$ cat src/rtl/mult_array_pipe_if.sv
// Valid/ready operand and result channels for the pipelined array multiplier.
// The bench drives through the master modport; the multiplier uses the slave modport.
interface mult_array_pipe_if #(
  parameter int WIDTH = 8
);
  logic                 in_valid;
  logic                 in_ready;
  logic [WIDTH-1:0]     a;
  logic [WIDTH-1:0]     b;
  logic                 signed_mode;
  logic                 out_valid;
  logic                 out_ready;
  logic [2*WIDTH-1:0]   y;

  modport master (
    output in_valid, a, b, signed_mode, out_ready,
    input  in_ready, out_valid, y
  );

  modport slave (
    input  in_valid, a, b, signed_mode, out_ready,
    output in_ready, out_valid, y
  );
endinterface

$ cat src/rtl/mult_array_pipe.sv
// Pipelined array multiplier: an input register, then one adder stage per group of
// ROWS_PER_STAGE partial-product rows, then an output register; the whole pipe stalls together.
module mult_array_pipe #(
  parameter int WIDTH          = 8,
  parameter int ROWS_PER_STAGE = 1
) (
  input  logic              clk,
  input  logic              rst_n,
  mult_array_pipe_if.slave  bus
);
  localparam int STAGES = WIDTH / ROWS_PER_STAGE;
  localparam int PW     = 2 * WIDTH;

  generate
    if (WIDTH < 2 || WIDTH > 32 || (WIDTH % ROWS_PER_STAGE) != 0) begin : g_bad_cfg
      $error("mult_array_pipe: illegal WIDTH/ROWS_PER_STAGE combination");
    end
  endgenerate

  // Row j of the array: b (zero- or sign-extended) shifted by j, gated by a[j].
  // In signed mode the MSB row of a carries negative weight, so it is subtracted.
  function automatic logic signed [PW-1:0] pp_row(input logic [WIDTH-1:0] av,
                                                  input logic [WIDTH-1:0] bv,
                                                  input logic             mode,
                                                  input int               j);
    logic [WIDTH-1:0]     abit;
    logic signed [PW-1:0] bx;
    logic signed [PW-1:0] row;
    abit = av >> j;
    bx   = {{WIDTH{mode & bv[WIDTH-1]}}, bv};
    row  = bx <<< j;
    if (!abit[0])
      return '0;
    else if (mode && j == WIDTH - 1)
      return -row;
    else
      return row;
  endfunction

  logic                 vld_q  [0:STAGES];
  logic signed [PW-1:0] acc_q  [0:STAGES];
  logic [WIDTH-1:0]     a_q    [0:STAGES-1];
  logic [WIDTH-1:0]     b_q    [0:STAGES-1];
  logic                 mode_q [0:STAGES-1];
  logic                 out_vld_q;
  logic [PW-1:0]        y_q;
  logic signed [PW-1:0] acc_d  [1:STAGES];
  logic                 stall;

  assign stall         = out_vld_q & ~bus.out_ready;
  assign bus.in_ready  = ~stall;
  assign bus.out_valid = out_vld_q;
  assign bus.y         = y_q;

  always_comb begin
    for (int s = 1; s <= STAGES; s++) begin
      acc_d[s] = acc_q[s-1];
      for (int r = 0; r < ROWS_PER_STAGE; r++)
        acc_d[s] = acc_d[s] + pp_row(a_q[s-1], b_q[s-1], mode_q[s-1], (s-1)*ROWS_PER_STAGE + r);
    end
  end

  always_ff @(posedge clk) begin
    if (!rst_n) begin
      for (int s = 0; s <= STAGES; s++) begin
        vld_q[s] <= 1'b0;
        acc_q[s] <= '0;
      end
      for (int s = 0; s < STAGES; s++) begin
        a_q[s]    <= '0;
        b_q[s]    <= '0;
        mode_q[s] <= 1'b0;
      end
      out_vld_q <= 1'b0;
      y_q       <= '0;
    end else if (!stall) begin
      // input register
      vld_q[0]  <= bus.in_valid;
      a_q[0]    <= bus.a;
      b_q[0]    <= bus.b;
      mode_q[0] <= bus.signed_mode;
      acc_q[0]  <= '0;
      // adder stages 1..STAGES
      for (int s = 1; s <= STAGES; s++) begin
        vld_q[s] <= vld_q[s-1];
        acc_q[s] <= acc_d[s];
      end
      for (int s = 1; s < STAGES; s++) begin
        a_q[s]    <= a_q[s-1];
        b_q[s]    <= b_q[s-1];
        mode_q[s] <= mode_q[s-1];
      end
      // output register; y keeps its last product across bubbles
      out_vld_q <= vld_q[STAGES];
      if (vld_q[STAGES])
        y_q <= acc_q[STAGES];
    end
  end
endmodule
$ cat src/flat_wrapper.sv
// flat-port wrapper written by rule: the top's interface ports become plain ports
module mult_array_pipe_flat 
#(
  parameter int WIDTH          = 8,
  parameter int ROWS_PER_STAGE = 1
)
  (clk, rst_n, bus_in_valid, bus_a, bus_b, bus_signed_mode, bus_out_ready, bus_in_ready, bus_out_valid, bus_y);
  mult_array_pipe_if #(.WIDTH(WIDTH)) bus_i ();
  input  logic clk;
  input  logic rst_n;
  input wire logic [$bits(bus_i.in_valid)-1:0] bus_in_valid;
  input wire logic [$bits(bus_i.a)-1:0] bus_a;
  input wire logic [$bits(bus_i.b)-1:0] bus_b;
  input wire logic [$bits(bus_i.signed_mode)-1:0] bus_signed_mode;
  input wire logic [$bits(bus_i.out_ready)-1:0] bus_out_ready;
  output wire logic [$bits(bus_i.in_ready)-1:0] bus_in_ready;
  output wire logic [$bits(bus_i.out_valid)-1:0] bus_out_valid;
  output wire logic [$bits(bus_i.y)-1:0] bus_y;
  assign bus_i.in_valid = bus_in_valid;
  assign bus_i.a = bus_a;
  assign bus_i.b = bus_b;
  assign bus_i.signed_mode = bus_signed_mode;
  assign bus_i.out_ready = bus_out_ready;
  assign bus_in_ready = bus_i.in_ready;
  assign bus_out_valid = bus_i.out_valid;
  assign bus_y = bus_i.y;
  mult_array_pipe #(.WIDTH(WIDTH), .ROWS_PER_STAGE(ROWS_PER_STAGE)) u_core (.clk(clk), .rst_n(rst_n), .bus(bus_i));
endmodule
$ cat config.mk
export PLATFORM = sky130hd
export DESIGN_NAME = mult_array_pipe_flat
export DESIGN_NICKNAME = d
export VERILOG_FILES = /design/src/rtl/mult_array_pipe_if.sv /design/src/rtl/mult_array_pipe.sv /design/src/flat_wrapper.sv
export SDC_FILE = /design/constraint.sdc
export NUM_CORES = 1
export LEC_CHECK = 0
export CORE_MARGIN = 3
export CORE_UTILIZATION = 56
export DETAILED_ROUTE_END_ITERATION = 8
export MAX_ROUTING_LAYER = met4
export PLACE_DENSITY_LB_ADDON = 0.12
export RECOVER_POWER = 100
export SYNTH_ARGS = -nofsm -noshare
export SYNTH_HDL_FRONTEND = slang
export SYNTH_SLANG_ARGS = --single-unit
$ cat constraint.sdc
create_clock -name clk -period 10.23 [get_ports clk]
set_input_delay 2.046 -clock clk [delete_from_list [all_inputs] [get_ports clk]]
set_output_delay 2.046 -clock clk [all_outputs]
set_load 0.01 [all_outputs]
Yosys cells after proc, flatten, opt, wreduce, memory -nomap -nowiden:

Memories as Yosys holds them, arrays and structs flattened. A register that Yosys moved wholly into a read port is not among the register bits.
Index checks and enable logic that the tools add are counted.

* $mul: 0
* reductions and logical operators: 2
* multiplexer cells: 55
* $lt $le $gt $ge: 0
* divide/modulo/power cells: 0
* eq/ne operators: 0
* add/sub/neg operators: 9
* shifts and indexed selects: 0
* bitwise logic cells: 53

Operator list (number)
* 16-bit 2-to-1 mux: 18
* 16-bit adder: 8
* 8-bit 2-to-1 mux: 16
* 1-bit bitwise OR: 42
* 1-bit 2-to-1 mux: 21
* 16-bit negation: 1
* 1-bit AND: 9
* 1-bit NOT: 2
* 2-bit AND reduction: 1
* 1-bit zero test: 1

* ROM bits: 0
* output and inout port bits: 18
* bits in latches: 0
* memory bits (writable): 289
* word-level logic and storage cells: 125
* bits in registers: 1
* memories kept: 5
* input port bits: 21

Memories
* u_core.acc_q: depth 9, width 16, read ports 9, clocked after Yosys merged registers in 1, wr ports 9, RTL line mult_array_pipe.sv:41 `logic signed [PW-1:0] acc_q [0:STAGES];`
* u_core.a_q: depth 8, width 8, read ports 8, clocked after Yosys merged registers in 0, wr ports 8, RTL line mult_array_pipe.sv:42 `logic [WIDTH-1:0] a_q [0:STAGES-1];`
* u_core.b_q: depth 8, width 8, read ports 8, clocked after Yosys merged registers in 0, wr ports 8, RTL line mult_array_pipe.sv:43 `logic [WIDTH-1:0] b_q [0:STAGES-1];`
* u_core.vld_q: depth 9, width 1, read ports 9, clocked after Yosys merged registers in 0, wr ports 9, RTL line mult_array_pipe.sv:40 `logic vld_q [0:STAGES];`
* u_core.mode_q: depth 8, width 1, read ports 8, clocked after Yosys merged registers in 0, wr ports 8, RTL line mult_array_pipe.sv:44 `logic mode_q [0:STAGES-1];`

Depth between registers and ports, before layout:

Gate-level depths: netlist of run 1.

* depth in word-level cells: 6
* depth in mapped cells: 13
* gate-level depth less buffers: 13

Worst setup path after synthesis of run 1:

Ideal clock, no wire load.

* kind: input-to-reg
* start point: input port rst_n
* end point: memory u_core.a_q[0][0], enable pin
* data required time: 8.408 ns
* arrival time: 6.277 ns
* path buffers: 2
* cell stages on the path: 3
* path slack: 2.131 ns
* setup time: 1.822 ns
* cell sequence: clkbuf_1 clkbuf_1 nand2_1

RTL lines
* start: declaration: RTL line flat_wrapper.sv:10 `input logic rst_n;`
* end: declaration: RTL line mult_array_pipe.sv:42

==> metrics.yaml, run 1 <==
die:
  start_util_pct: 57.8
  floorplan.die.width_um: 157
  core-area_um2: 22200
  die_y_um: 157
  io_pins: 39
  core.rowCount: 54
  die_area_um2: 24700
sta:
  hold_slack_ps: 466
  fin_crit_ps: 6910
  timing.final.hold_violations: 0
  max_slew_margin_pct: -179
  timing_worst_slew_pin_value_ps: 4190
  finalSetupTns_ps: 0
  final_slew_viol_count: 489
  max_freq_ghz: 0.145
  finalClockSkew_ps: 11.3
  setup-violations-final: 0
  grt_setup_unrepaired: "false"
  finalCritPeriodShare_pct: 67.5
synthesis:
  syn-num-nets: 1176
  netlist_instances: 1075
  seq_area_frac_synth_pct: 58.0
  yosys_register_bits: 255
  syn_avg_cell_area_um2: 11.9
  synth.yosys.warnings: 0
  synthArstFlopShare_pct: 0
  synth_ff_type: "sky130_fd_sc_hd__edfxtp_1"
  synth-edff-count: 233
  synth.distinct_cells: 56
  netlist_area_um2: 12800
flow_run:
  timing.max_cap.violations: 6
power:
  vdd_ir_drop_max_uv: 176
  power.share.sequential_pct: 50.5
  power.leakage_nw: 6.64
  netSwitchingPower_mw: 0.418
  switching_share_pct: 18.4
  p_total_mw: 2.26
  power_frac_clock_pct: 47.8
  p_int_mw: 1.85
  power_density_over_the_cells_nw_per_um2: 157
  power.combinational.fraction_pct: 1.7
clock_tree:
  post_cts_resize_count: 0
  cts.repair_timing.setup_buffer_count: 0
  clock-sinks: 255
  clk_pin_slew_worst_paths_ps: 60
  tritoncts_buffers: 28
  clockBufferDepth: 3
  clock_tree.htree_level_count: 1
  clock_insertion_delay_worst_skew_ps: 530
  clk_root_buffer_cell: "sky130_fd_sc_hd__clkbuf_16"
  tritoncts_clock_tree: "built"
  ctsHoldBuffers: 0
routing:
  drt_drc_violations_left: 0
  num_vias: 7849
  dr.first_iter.drc_count: 366
  drt_first_pass_iters: 4
  totalWireLength_um: 20900
  wl_per_cell_um: 14.9
  drt-vias-per-instance: 5.60
  ant_nets_after_route: 0
placed_design:
  port_buffers: 38
  globalplace.congestion: 0.838
  detail_placement_hpwl_um: 13200
critical_path:
  timing.critical_path.required_ps: 10500
  critical_path_s_largest_stage_delay_ps: 1970
  cp_data_arrival_time_ps: 7170
  setup.worst_path.end_class: "flop"
  r2r-start: "u_core.bus.out_valid"
  setup.reg_to_reg.worst_slack_ps: 5000
  worst_setup_path_start_kind: "input port"
  regToRegEndpoint: "u_core.acc_q[6][15]"
  path_class: "in2reg"
  critical_path.max_fanout: 110
  reg2reg_depth: 7
  slowest_stage: "sky130_fd_sc_hd__nand2_1"
  crit_path_cell_trace: "dlygate4sd3_1 -> nor2b_1 -> clkinvlp_2 -> buf_4 -> nand2_1 -> nor4_1 -> mux2i_1 -> nand3_1"
min_path:
  hold_path_end: "u_core.bus.y[0]"
  min_path_cells: 2
  min_from: "u_core.bus.y[0]"
  timing.hold.worst.class: "reg2reg"
cells_and_area:
  layout.nets: 1201
  fin_util_pct: 64.9
  antenna_cells_inserted: 0
  syn2layout_area_growth_pct: 12.3
  fraction_of_layout_cells_with_a_size_suffix_above_1_pct: 5.61
global_routing:
  globalRouteTotalUtil_pct: 18.0
  number_of_antenna_violations_at_the_first_check_in_global_routing: 0
  grt_first_pass_wirelength_um: 35600
  maximum_number_of_pins_on_one_net_before_global_route_repair: 130
  vias_in_the_first_global_route: 7921
  grt_overflow_total: 0
status:
  outcome: "finished with violations"
  failed_checks: "max-capacitance violations, max-slew violations"
-- critical path, delay by kind of cell --
kind / cells / cell delay, ps
AND/OR/NAND/NOR: 4 / 2690
multiplexers: 1 / 250
buffers and inverters: 3 / 2050
-- power groups by stage --
stage | logic [mW] | registers [mW] | clock network, mW
after floorplan | 0.0253 | 1.16 | 0
after global placement | 0.0380 | 1.16 | 0
after global routing | 0.0433 | 1.14 | 1.15
final | 0.0384 | 1.14 | 1.08
after detailed placement | 0.0385 | 1.16 | 0
after CTS | 0.0388 | 1.14 | 1.10
-- registers in the layout (all words and copies together), names as in the netlist --
signal,count
u_core.a_q,36
u_core.vld_q,9
u_core.mode_q,8
u_core.b_q,64
u_core.acc_q,121
u_core.bus.out_valid,1
u_core.bus.y,16
-- area by class of cell --
type / count / area [um2]
inverter: 27 / 103
fill: 1661 / 7770
tap: 280 / 350
clock inverter: 19 / 244
sequential: 255 / 7440
clock buffer: 33 / 781
timing repair buffer: 42 / 395
multi-input combinational: 746 / 5080
-- placed cells by master (no fill, tap or decap), drive strengths merged, types with 10 or more instances in the layout --
| cell type | n |
|---|---|
| and3 | 139 |
| clkdlybuf4s50 | 18 |
| inv | 26 |
| xor2 | 25 |
| dfxtp | 22 |
| o21a | 10 |
| xnor2 | 36 |
| clkbuf | 37 |
| and2 | 87 |
| nand3 | 11 |
| ha | 73 |
| dlygate4sd3 | 19 |
| a21o | 23 |
| o21ai | 32 |
| clkinv | 13 |
| nand2 | 70 |
| a21boi | 23 |
| nor3 | 16 |
| edfxtp | 233 |
| a21oi | 45 |
| nor2 | 76 |
-- cells by family (layout without fill, tap and decap cells) --
family	count (synthesis)	in the layout	synth area share [%]
AND/OR/NAND/NOR	431	431	18.0
AO/OA/AOI/OAI	171	171	8.96
flip-flops	255	255	58.0
XOR/XNOR	61	61	4.23
adder cells (fa/ha/maj)	80	80	8.22
multiplexers	3	3	0.244
buffers and inverters	74	121	2.30
-- worst max-delay path by stage --
stage                        from             endpoint  cells past startpoint
finish              bus_out_ready  u_core.acc_q[6][15]                      8
detailed placement  bus_out_ready         bus_in_ready                      4
global placement    bus_out_ready         bus_in_ready                      4
floorplan                   rst_n     u_core.a_q[0][0]                      3
global route        bus_out_ready  u_core.acc_q[6][15]                      8
CTS                 bus_out_ready         bus_in_ready                      4
-- cells in the mapped netlist, types with 6 or more instances --
library cell,n,area [um2]
sky130_fd_sc_hd__buf_2,8,40.0
sky130_fd_sc_hd__a31oi_1,6,37.5
sky130_fd_sc_hd__o21a_1,10,75.1
sky130_fd_sc_hd__a21boi_0,12,90.1
sky130_fd_sc_hd__nor3_1,16,80.1
sky130_fd_sc_hd__ha_1,73,913
sky130_fd_sc_hd__nor2_1,76,285
sky130_fd_sc_hd__a21boi_1,11,82.6
sky130_fd_sc_hd__edfxtp_1,233,7000
sky130_fd_sc_hd__nand4_1,6,37.5
sky130_fd_sc_hd__nor2b_1,9,56.3
sky130_fd_sc_hd__xor2_1,25,219
sky130_fd_sc_hd__nand2_1,70,263
sky130_fd_sc_hd__dfxtp_1,22,440
sky130_fd_sc_hd__nand2b_1,7,43.8
sky130_fd_sc_hd__a21o_1,22,165
sky130_fd_sc_hd__nand3_1,11,55.1
sky130_fd_sc_hd__and2_1,87,544
sky130_fd_sc_hd__fa_1,7,140
sky130_fd_sc_hd__and3_1,139,870
sky130_fd_sc_hd__o21ai_1,13,65.1
sky130_fd_sc_hd__inv_1,26,97.6
sky130_fd_sc_hd__a21oi_1,44,220
sky130_fd_sc_hd__clkbuf_1,38,143
sky130_fd_sc_hd__o21ai_0,19,95.1
sky130_fd_sc_hd__xnor2_1,35,307
-- stage by stage --
| stage | std cells | setup WS (ps) | area, um2 |
|---|---|---|---|
| after global placement | 1350 | 4040 | 13400 |
| after detailed placement | 1350 | 4010 | 13400 |
| after global routing | 1402 | 2710 | 14400 |
| after floorplan | 1075 | 2130 | 12800 |
| final | 1402 | 3320 | 14400 |
| after CTS | 1402 | 4000 | 14400 |
-- metal layers --
layer / vias to the layer above / routed length, um / track usage, %
li1: 3964 / - / -
met1: 3742 / 8420 / 19.1
met2: 98 / 11200 / 33.7
met3: 45 / 652 / 2.86
met4: 0 / 692 / 6.20
met5: - / 0 / -
(Power assumes the default switching activity.)
==> inputs of run 2 (changes only) <==
clock period = 5.7 ns   (was 10.23 ns; I/O delays follow)
==> metrics.yaml, run 2 (same netlist as run 1, synthesis figures left out) <==
status:
  outcome: "finished with violations"
  failed_checks: "max-capacitance violations, max-slew violations"
routing:
  totalWireLength_um: 20900  # -0.24%
  drt_first_pass_iters: 5  # +1
  wl_per_cell_um: 14.9  # -0.24%
  drt-vias-per-instance: 5.57  # -0.42%
  num_vias: 7816  # -0.42%
  dr.first_iter.drc_count: 333  # -9.0%
  drt_drc_violations_left: 0  # unchanged
  ant_nets_after_route: 0  # unchanged
cells_and_area:
  layout.cells.most_common_list: "233 x sky130_fd_sc_hd__edfxtp_1, 139 x sky130_fd_sc_hd__and3_1, 76 x sky130_fd_sc_hd__nor2_1"
  layout_top_registers: "u_core.acc_q (121), u_core.b_q (64), u_core.a_q (36)"
  layout.nets: 1204  # +0.25%
  syn2layout_area_growth_pct: 11.8
  largest_register_ffs: 121  # unchanged
  largest-register: "u_core.acc_q"
  fraction_of_layout_cells_with_a_size_suffix_above_1_pct: 5.35  # -0.27 points
  antenna_cells_inserted: 0  # unchanged
  final_common_cell: "sky130_fd_sc_hd__edfxtp_1"
global_routing:
  groute.layer.met3.usage_pct: 2.20  # -0.66 points
  grt_use_met2_pct: 33.9  # +0.18 points
  grt_first_pass_wirelength_um: 35400  # -0.58%
  maximum_number_of_pins_on_one_net_before_global_route_repair: 137  # +5.4%
  vias_in_the_first_global_route: 7907  # -0.18%
  grt-busiest-layer: "met2"
  use_met1_pct: 18.5  # -0.62 points
  grt_overflow_total: 0  # unchanged
  number_of_antenna_violations_at_the_first_check_in_global_routing: 0  # unchanged
  globalRouteTotalUtil_pct: 17.8  # -0.15 points
power:
  power_frac_clock_pct: 45.5  # -2.3 points
  vdd_ir_drop_max_uv: 232  # +31%
  power_density_over_the_cells_nw_per_um2: 271  # +73%
  p_total_mw: 3.89  # +72%
  power.combinational.fraction_pct: 1.7  # about the same
  netSwitchingPower_mw: 0.717  # +72%
  power.share.sequential_pct: 52.7  # +2.2 points
  power.leakage_nw: 6.60  # -0.56%
  switching_share_pct: 18.4  # about the same
  p_int_mw: 3.17  # +72%
clock_tree:
  cts.repair_timing.setup_buffer_count: 0  # unchanged
  clock-sinks: 255  # unchanged
  tritoncts_clock_tree: "built"
  clk_pin_slew_worst_paths_ps: 60  # about the same
  ctsHoldBuffers: 0  # unchanged
  post_cts_resize_count: 0  # unchanged
  tritoncts_buffers: 27  # -3.6%
  clock_tree.htree_level_count: 1  # unchanged
  clock_insertion_delay_worst_skew_ps: 520  # about the same
  clockBufferDepth: 3  # unchanged
  clk_root_buffer_cell: "sky130_fd_sc_hd__clkbuf_16"
critical_path:
  cp_data_arrival_time_ps: 4500  # -2670 ps
  timing.critical_path.required_ps: 5960  # -4540 ps
  critPathLaunch: "bus_out_ready"
  path_class: "in2reg"
  reg2reg_depth: 9  # +2
  worst_setup_path_start_kind: "input port"
  setup.worst_path.end_class: "flop"
  critical_path.max_fanout: 52  # -53%
  r2r-start: "u_core.bus.out_valid"
die:
  io_pins: 39  # unchanged
  die_area_um2: 24700  # unchanged
  core.rowCount: 54  # unchanged
  die_y_um: 157  # unchanged
  core-area_um2: 22200  # unchanged
  floorplan.die.width_um: 157  # unchanged
  start_util_pct: 57.8  # unchanged
sta:
  finalSetupTns_ps: 0  # unchanged
  timing_worst_slew_pin_value_ps: 1920  # -2260 ps
  max_freq_ghz: 0.236
  timing.final.hold_violations: 0  # unchanged
  grt_setup_unrepaired: "false"
  final_slew_viol_count: 122  # -75%
  setup-violations-final: 0  # unchanged
  finalClockSkew_ps: 7.62  # -3.71 ps
  fin_crit_ps: 4240
  max_slew_margin_pct: -28.3  # +150 points
  finalCritPeriodShare_pct: 74.4
flow_run:
  timing.max_cap.violations: 3  # -3
min_path:
  timing.hold.worst.class: "reg2reg"
  min_path_cells: 2  # unchanged
  min_from: "u_core.bus.y[5]"
placed_design:
  globalplace.congestion: 0.820  # -2.2%
  detail_placement_hpwl_um: 13400  # +1.6%
  port_buffers: 38  # unchanged
==> run 2: cell count changes in the layout (fill, tap and decap cells not counted), sizes merged <==
cell,before,now
buf,1,4
clkdlybuf4s50,18,19
bufinv,6,5
dlygate4sd3,19,18
clkinv,13,11
==> run 2: worst max-delay path, stage by stage <==
cell	delay, ps
sky130_fd_sc_hd__clkdlybuf4s50_1	400
sky130_fd_sc_hd__nor2b_1	100
sky130_fd_sc_hd__clkbuf_1	460
sky130_fd_sc_hd__clkinvlp_2	230
sky130_fd_sc_hd__buf_4	300
sky130_fd_sc_hd__nand2_1	130
sky130_fd_sc_hd__clkbuf_1	1280
sky130_fd_sc_hd__nor4_1	140
sky130_fd_sc_hd__mux2i_1	200
sky130_fd_sc_hd__nand3_1	90
==> run 2: routing by layer <==
layer	up-vias	part of all wire [%]
li1	3967	-
met5	-	0
met3	64	2.6
met1	3675	39
met4	0	4.5
met2	110	54
==> run 2: final timing paths <==
kind                    endpoint  slack [ps]
max          u_core.acc_q[6][15]        1460
min              u_core.bus.y[5]         460
max reg2reg  u_core.acc_q[6][15]        2160
min reg2reg      u_core.bus.y[5]         460
==> run 2: through the flow <==
| stage | util, % | cell area (um2) | instances | setup slack, ps | hold WS, ps |
|---|---|---|---|---|---|
| 2_1_floorplan | - | 12800 | 1075 | 873 | 445 |
| 6_report | 64.7 | 14300 | 1402 | 1460 | 462 |
| 4_1_cts | 64.8 | 14400 | 1402 | 2150 | 455 |
| 3_5_place_dp | 60.7 | 13400 | 1354 | 2150 | 446 |
| 5_1_grt | 64.7 | 14300 | 1402 | 1090 | 495 |
| 3_3_place_gp | 60.7 | 13400 | 1354 | 2150 | 440 |
==> run 2: area by class of cell <==
class,count,area [um2]
fillers,1691,7830
flip-flops and latches,255,7440
multi-input cells,746,5100
clock buffers,32,704
repair buffers,46,432
well taps,280,350
clock inverters,16,204
inverters,27,103
==> run 2: power groups by stage <==
stage	clock network [mW]	registers (mW)	logic (mW)
global placement	0	2.09	0.0685
global route	1.88	2.05	0.0769
floorplan	0	2.08	0.0454
finish	1.77	2.05	0.0679
detailed placement	0	2.09	0.0695
CTS	1.81	2.05	0.0699
==> inputs of run 3 (changes only) <==
clock period = 3.9 ns   (was 5.7 ns; I/O delays follow)
==> metrics.yaml, run 3 (same netlist as run 1, synthesis figures left out) <==
placed_design:
  place_worst_setup_slack_ps: 867  # -1280 ps
  detail_placement_hpwl_um: 14100  # +5.2%
  globalplace.congestion: 0.834  # +1.7%
  port_buffers: 38  # unchanged
clock_tree:
  ctsHoldBuffers: 0  # unchanged
  post_cts_resize_count: 0  # unchanged
  clk_pin_slew_worst_paths_ps: 60  # about the same
  clock_tree.htree_level_count: 1  # unchanged
  clockBufferDepth: 3  # unchanged
  cts.repair_timing.setup_buffer_count: 0  # unchanged
  tritoncts_clock_tree: "built"
  clock_insertion_delay_worst_skew_ps: 530  # about the same
  tritoncts_buffers: 28  # +3.7%
  clock-sinks: 255  # unchanged
  clk_root_buffer_cell: "sky130_fd_sc_hd__clkbuf_16"
critical_path:
  cp_data_arrival_time_ps: 2420  # -2080 ps
  regToRegEndpoint: "u_core.acc_q[5][12]"
  setup.worst_path.end_class: "primary output"
  path_class: "in2out"
  critical_path.max_fanout: 8  # -85%
  crit_family: "buffers and inverters"
  timing.critical_path.required_ps: 3120  # -2840 ps
  worst_setup_path_start_kind: "input port"
  critical_path_buf_inv_count: 4  # -1
  reg2reg_depth: 9  # unchanged
  crit_path_cell_trace: "clkdlybuf4s50_1 -> nor2b_1 -> clkbuf_1 -> clkinv_2 -> clkdlybuf4s50_1"
  setup.reg_to_reg.worst_slack_ps: 1010  # -1150 ps
  critical_path_s_largest_stage_delay_ps: 520  # -760 ps
  r2r-start: "u_core.a_q[0][36]"
  crit_path_frequent_cell: "sky130_fd_sc_hd__clkdlybuf4s50_1"
  slowest_stage: "sky130_fd_sc_hd__clkdlybuf4s50_1"
global_routing:
  vias_in_the_first_global_route: 8076  # +2.1%
  globalRouteTotalUtil_pct: 18.6  # +0.83 points
  number_of_antenna_violations_at_the_first_check_in_global_routing: 0  # unchanged
  maximum_number_of_pins_on_one_net_before_global_route_repair: 140  # +2.2%
  grt_first_pass_wirelength_um: 36900  # +4.3%
  grt_overflow_total: 0  # unchanged
routing:
  drt-vias-per-instance: 5.60  # +0.51%
  top_layer: "met4"
  m1WireLength_um: 8540  # +4.6%
  num_vias: 7906  # +1.2%
  totalWireLength_um: 21700  # +3.7%
  wl_per_cell_um: 15.3  # +3.0%
  drt_drc_violations_left: 0  # unchanged
  route.met3.wl_um: 621  # +12%
  dr_wl_met2_um: 11800  # +5.2%
  dr.first_iter.drc_count: 409  # +23%
  ant_nets_after_route: 0  # unchanged
  drt_first_pass_iters: 4  # -1
cells_and_area:
  layout.cells.most_common_list: "233 x sky130_fd_sc_hd__edfxtp_1, 139 x sky130_fd_sc_hd__and3_1, 76 x sky130_fd_sc_hd__nor2_1"
  layout.nets: 1210  # +0.50%
  antenna_cells_inserted: 0  # unchanged
  largest-register: "u_core.acc_q"
  syn2layout_area_growth_pct: 12.3
  final_common_cell: "sky130_fd_sc_hd__edfxtp_1"
  largest_register_ffs: 121  # unchanged
  layout_top_registers: "u_core.acc_q (121), u_core.b_q (64), u_core.a_q (36)"
  fraction_of_layout_cells_with_a_size_suffix_above_1_pct: 5.66  # +0.31 points
  fillCellCount: 1663  # -1.7%
sta:
  finalCritPeriodShare_pct: 82.1
  hold_slack_ps: 460  # -2.41 ps
  fin_crit_ps: 3200
  timing_worst_slew_pin_value_ps: 2060  # +134 ps
  finalClockSkew_ps: 6.79  # -0.825 ps
  post-route-worst-setup-slack_ps: 700  # -758 ps
  final_slew_viol_count: 63  # -48%
  max_slew_margin_pct: -37.2  # -8.9 points
  finalSetupTns_ps: 0  # unchanged
  timing.final.hold_violations: 0  # unchanged
  max_freq_ghz: 0.312
  setup-violations-final: 0  # unchanged
  grt_setup_unrepaired: "false"
die:
  start_util_pct: 57.8  # unchanged
  io_pins: 39  # unchanged
  die_area_um2: 24700  # unchanged
  die_y_um: 157  # unchanged
  floorplan.die.width_um: 157  # unchanged
  core.rowCount: 54  # unchanged
  core-area_um2: 22200  # unchanged
status:
  outcome: "finished with violations"
  failed_checks: "max-capacitance violations, max-slew violations"
power:
  power.leakage_nw: 6.63  # +0.43%
  vdd_ir_drop_max_uv: 348  # +50%
  power_density_over_the_cells_nw_per_um2: 400  # +47%
min_path:
  hold_path_end: "u_core.bus.y[14]"
  min_from: "u_core.bus.y[14]"
  timing.hold.worst.class: "reg2reg"
  min_path_cells: 2  # unchanged
flow_run:
  timing.max_cap.violations: 1  # -2
-- run 3: cell types whose count changed in the layout (fill, tap and decap cells not counted), sizes merged --
cell	change
bufinv	-2
clkinv	-2
dlygate4sd3	-1
clkbuf	+12
clkdlybuf4s50	+1
inv	+1
-- run 3: worst max path at each step --
| stage | from | to | slack [ps] | cells after the start |
|---|---|---|---|---|
| 2_1_floorplan | rst_n | u_core.a_q[0][0] | 740 | 3 |
| 3_3_place_gp | bus_out_ready | u_core.acc_q[3][8] | 910 | 9 |
| 3_5_place_dp | bus_out_ready | u_core.acc_q[3][8] | 870 | 9 |
| 4_1_cts | bus_out_ready | bus_in_ready | 1040 | 5 |
| 5_1_grt | bus_out_ready | u_core.acc_q[6][11] | 550 | 8 |
| 6_report | bus_out_ready | bus_in_ready | 700 | 5 |
-- run 3: cell type report --
cell class	instances	area, um2	area share [%]
clock buffer	39	803	5.58
clock inverter	13	145	1.01
inverter	27	103	0.713
multi-input combinational	746	5100	35.4
sequential	255	7440	51.7
tap	280	350	2.43
timing repair buffer	51	454	3.16
-- run 3: power breakdown --
| group | switching, mW | leakage (nW) | internal (mW) |
|---|---|---|---|
| Clock | 1.03 | 0.467 | 1.63 |
| Combinational | 0.0562 | 3.13 | 0.0452 |
| Sequential | 0.0153 | 3.03 | 2.98 |
-- run 3: tightest hold or removal path, cell delays in order, from the launching register on --
cell                       delay (ps)
sky130_fd_sc_hd__dfxtp_1          300
sky130_fd_sc_hd__nand2_1           40
sky130_fd_sc_hd__a21boi_0          60
-- run 3: per-stage QoR --
stage	power [mW]	utilization, %	std cells	cell area (um2)
global route	5.95	64.9	1411	14400
global placement	3.16	60.9	1359	13500
floorplan	3.11	-	1075	12800
detailed placement	3.16	60.9	1359	13500
finish	5.75	64.9	1411	14400
CTS	5.82	65.2	1411	14500
-- run 3: metal layers --
| metal | global-route usage [%] | vias to the layer above |
|---|---|---|
| li1 | - | 3986 |
| met1 | 20.1 | 3770 |
| met2 | 35.1 | 109 |
| met3 | 2.56 | 41 |
| met4 | 6.28 | 0 |
| met5 | - | - |
